===== src/rtl/uart_pkg.sv =====
// Shared types and constants for the UART echo checker.
// Optional macro UART_ECHO_LFSR_EN selects the LFSR pattern in uart_pattern_gen.
package uart_pkg;

  typedef enum logic [2:0] {
    IDLE,
    WAIT_IDLE,
    SEND,
    WAIT_ECHO,
    NEXT,
    DONE
  } state_t;

  localparam logic [7:0] ERR_MAX   = 8'hFF;
  // x^8+x^6+x^5+x^4+1: taps on bits 7,5,4,3 of a left-shifting register
  localparam logic [7:0] LFSR_TAPS = 8'hB8;

  function automatic logic [7:0] lfsr_next(input logic [7:0] p);
    return {p[6:0], ^(p & LFSR_TAPS)};
  endfunction

  // A zero seed would lock the LFSR, so it is replaced by 1
  function automatic logic [7:0] lfsr_seed(input logic [7:0] s);
    return (s == 8'h00) ? 8'h01 : s;
  endfunction

endpackage


===== src/rtl/uart_pattern_gen.sv =====
// Test-pattern source for the echo checker.
// Macro UART_ECHO_LFSR_EN: defined -> 8-bit Fibonacci LFSR, undefined -> +1 counter.
module uart_pattern_gen
  import uart_pkg::*;
#(
  parameter logic [7:0] SEED = 8'h00
) (
  input  logic       clk,
  input  logic       rst_n,
  input  logic       load,
  input  logic       advance,
  input  logic [7:0] seed,
  output logic [7:0] pattern
);

`ifdef UART_ECHO_LFSR_EN
  localparam logic [7:0] RESET_VAL = lfsr_seed(SEED);
`else
  localparam logic [7:0] RESET_VAL = SEED;
`endif

  logic [7:0] load_val;
  logic [7:0] next_val;

  // Value taken on load and successor of the current pattern
  always_comb begin
`ifdef UART_ECHO_LFSR_EN
    load_val = lfsr_seed(seed);
    next_val = lfsr_next(pattern);
`else
    load_val = seed;
    next_val = pattern + 8'd1;
`endif
  end

  // Pattern register: load has priority over advance
  always_ff @(posedge clk or negedge rst_n) begin
    if (!rst_n) begin
      pattern <= RESET_VAL;
    end else if (load) begin
      pattern <= load_val;
    end else if (advance) begin
      pattern <= next_val;
    end
  end

endmodule


===== config.mk =====
export PLATFORM = sky130hd
export DESIGN_NAME = uart_pattern_gen
export DESIGN_NICKNAME = d
export VERILOG_FILES = /design/src/rtl/uart_pkg.sv /design/src/rtl/uart_pattern_gen.sv
export SDC_FILE = /design/constraint.sdc
export NUM_CORES = 1
export LEC_CHECK = 0
export ABC_AREA = 1
export BUFFER_PORTS_ARGS = -buffer_cell sky130_fd_sc_hd__buf_4
export CAP_MARGIN = 0
export CORE_AREA = 3 3 40 42
export DETAILED_ROUTE_END_ITERATION = 10
export DIE_AREA = 0 0 43 45
export GPL_TIMING_DRIVEN = 0
export MAX_ROUTING_LAYER = met4
export RECOVER_POWER = 50
export SYNTH_ARGS = -nofsm -noshare
export SYNTH_HDL_FRONTEND = slang
export SYNTH_SLANG_ARGS = --single-unit

===== constraint.sdc =====
create_clock -name clk -period 1.2 [get_ports clk]
set_input_delay 0.24 -clock clk [delete_from_list [all_inputs] [get_ports clk]]
set_output_delay 0.24 -clock clk [all_outputs]
set_load 0.05 [all_outputs]

==> run summary <==
run status - finished clean
RR Startpoint - pattern[0]
Post-DRT Antenna Nets - 0
GRT Total Usage - 0.150
count leader, synth - nand2_1
area added between synthesis and finish - 38.8%
Synth top area share - 0.401
CTS sink count - 8
Multi-input gate area - 277 um2
Worst-Margin Slew - 0.470 ns
Clk Latency, worst-skew pair - 0.26 ns
largest net degree at the start of global routing - 11
Syn Area/Cell - 8.05 um2
Hold Startpoint - seed[1]
root buf cell - clkbuf_4
Layout Cells excl Fill - 100
hold depth - 3
Final period util - 0.962
CTS Buffer Depth - 2
global route overflow - 0
Final min period - 1.15 ns
Slowest cell on crit path - dfrtp_2
Slew Viols, Final - 0
slack of the worst reg-to-reg path - 0.11 ns
Hold Path End - pattern[1]
kind of cell adding the most delay to the critical path - flip-flops
r2r worst-path depth - 5
initial core utilization - 0.389
Largest register FFs - 8
Num CTS Buffers - 3
FF-to-FF End - pattern[6]
final setup vio count - 0
placed cell count - 95
Largest Register - pattern
WL final - 1.20 mm
GPL Wtd Cong - 0.705
largest cells by area after synthesis - dfrtp_1, nand2_1, nand3_1
clk slew on worst S/H paths - 0.07 ns
worst path required time - 0.96 ns
unrepaired setup endpoints after global routing - no
num rows - 13
worst path bufs/invs - 1
Synth Instances - 62
initial antenna violation count - 0
vias per cell - 4.97
CP arrival - 0.91 ns
Initial DRT Pass Iterations - 4
Slew headroom - 0.687
final hold violation count - 0
Net Switching - 0.347 mW
FILL cells - 135
wire length on met1 - 531 um
setup tns final - 0 ns
Post-Syn Area - 499 um2
Fmax - 866 MHz
fraction of layout cells with a size suffix above 1 - 0.376
Static Leak - 0.336 nW
asr flop ratio synth - 1.00
Net Sw Frac - 0.390
internal power - 0.542 mW
Vias - 497
Synth Flop Type - dfrtp_1
Synth Warn # - 0
Synth cell types - 15
Core ar. - 1280 um2
Worst path max stage delay - 0.45 ns
post-synth top area cell - dfrtp_1
post-CTS sizing - 0
Commonest cells post-synth - nand2_1, nand3_1, dfrtp_1, a22oi_1, inv_1
Worst IR Drop VDD - 0.637 mV
biggest regs - pattern: 8 flops
Die ar. - 1940 um2
sequential area share after synthesis - 0.401
Worst Setup Start Kind - register
worst path cell trace - buf_4
maxcap violations - 0
crit path kind - reg -> out
CTS tree - built
Cell Pwr Density - 1280 nW/um2
Clk network pwr share - 0.265
Final HPWL DP - 896 um
I/O Pins - 20
Post-synth EDFFs - 0
Combinational Power Share - 0.341
DR top layer - met4
DR WL/cell - 12.0 um
metal3 WL - 74 um
Sequential Power Share - 0.394
first-pass GRT wire length - 2.09 mm
crit-path max FO - 7
Iter 0 DRT Violations - 5
Final #Nets - 99
DR WL met2 - 584 um
HP Class - in -> reg
H-tree depth - 1
syn_nets - 75
flip-flop and latch area - 208 um2
Final Skew - 0.00716 ns
crit path capture type - primary output
vias in the first global route - 477
# diodes - 0
drt drc - 0
die width - 43 um
Port Buffer Count - 18
number of synthesized register bits - 8
Die H - 45 um
==> worst reg2reg max path: stages (launching register included) <==
cell and delay [ns]:
dfrtp_2 0.43, ha_1 0.24, nand3_1 0.11, o21bai_1 0.07, nand3_1 0.07, nand2_1 0.05
==> worst max-delay path by stage <==
stage	cells past startpoint	slack, ns	to	from
5_1_grt	1	0.008	pattern[2]	pattern[2]
3_3_place_gp	5	0.18	pattern[4]	pattern[0]
2_1_floorplan	5	0.0006	pattern[7]	pattern[6]
4_1_cts	1	0.03	pattern[2]	pattern[2]
3_5_place_dp	5	0.17	pattern[6]	pattern[0]
6_report	1	0.05	pattern[2]	pattern[2]
==> cells in the final DEF (no fill, tap or decap), drive strengths merged <==
cell / n
a22oi: 6
buf: 18
clkbuf: 5
dfrtp: 8
dlygate4sd3: 1
ha: 1
inv: 4
nand2: 23
nand3: 10
nor2: 5
o21bai: 2
xnor2: 1
xor2: 1
==> logic make-up (layout without fill, tap and decap cells) <==
| kind of cell | Yosys count | after routing | synth area share |
|---|---|---|---|
| simple gates | 38 | 38 | 0.373 |
| compound gates | 8 | 8 | 0.120 |
| flops | 8 | 8 | 0.401 |
| buf+inv | 5 | 28 | 0.0451 |
| xor+xnor | 2 | 2 | 0.0351 |
| fa+ha+maj | 1 | 1 | 0.0251 |
==> power groups by stage <==
stage          clock network (mW)  logic (mW)  registers [mW]
2_1_floorplan                   0       0.100           0.459
3_3_place_gp                    0       0.305           0.358
3_5_place_dp                    0       0.310           0.360
4_1_cts                     0.243       0.313           0.355
5_1_grt                     0.257       0.326           0.359
6_report                    0.235       0.303           0.350
==> metrics by stage <==
stage          setup WS (ns)   util  hold WS, ns  power, mW  cell area (um2)
3_3_place_gp           0.184  0.524       0.0670      0.664              673
6_report              0.0459  0.539        0.195      0.888              693
4_1_cts               0.0336  0.552        0.188      0.910              709
3_5_place_dp           0.173  0.524       0.0679      0.670              673
5_1_grt              0.00831  0.539        0.209      0.942              693
2_1_floorplan       0.000591      -      -0.0556      0.559              519
==> metal layers <==
layer  GRT usage  vias up
met1       0.170      226
met2       0.254       15
met3      0.0279        2
li1            -      254
met4      0.0723        0
met5           -        -
==> cell type report <==
| class | instances | area share |
|---|---|---|
| well taps | 15 | 0.0271 |
| repair buffers | 19 | 0.204 |
| plain buffers | 1 | 0.0108 |
| inverters | 4 | 0.0217 |
| flip-flops and latches | 8 | 0.300 |
| multi-input cells | 49 | 0.399 |
| clock buffers | 4 | 0.0379 |
==> timing repair <==
action	4_1_cts	5_1_grt
hold buffers	1	0
endpoints found under the hold margin	8	0
buffers inserted	0	0
Power figures use the tool's default switching activity.
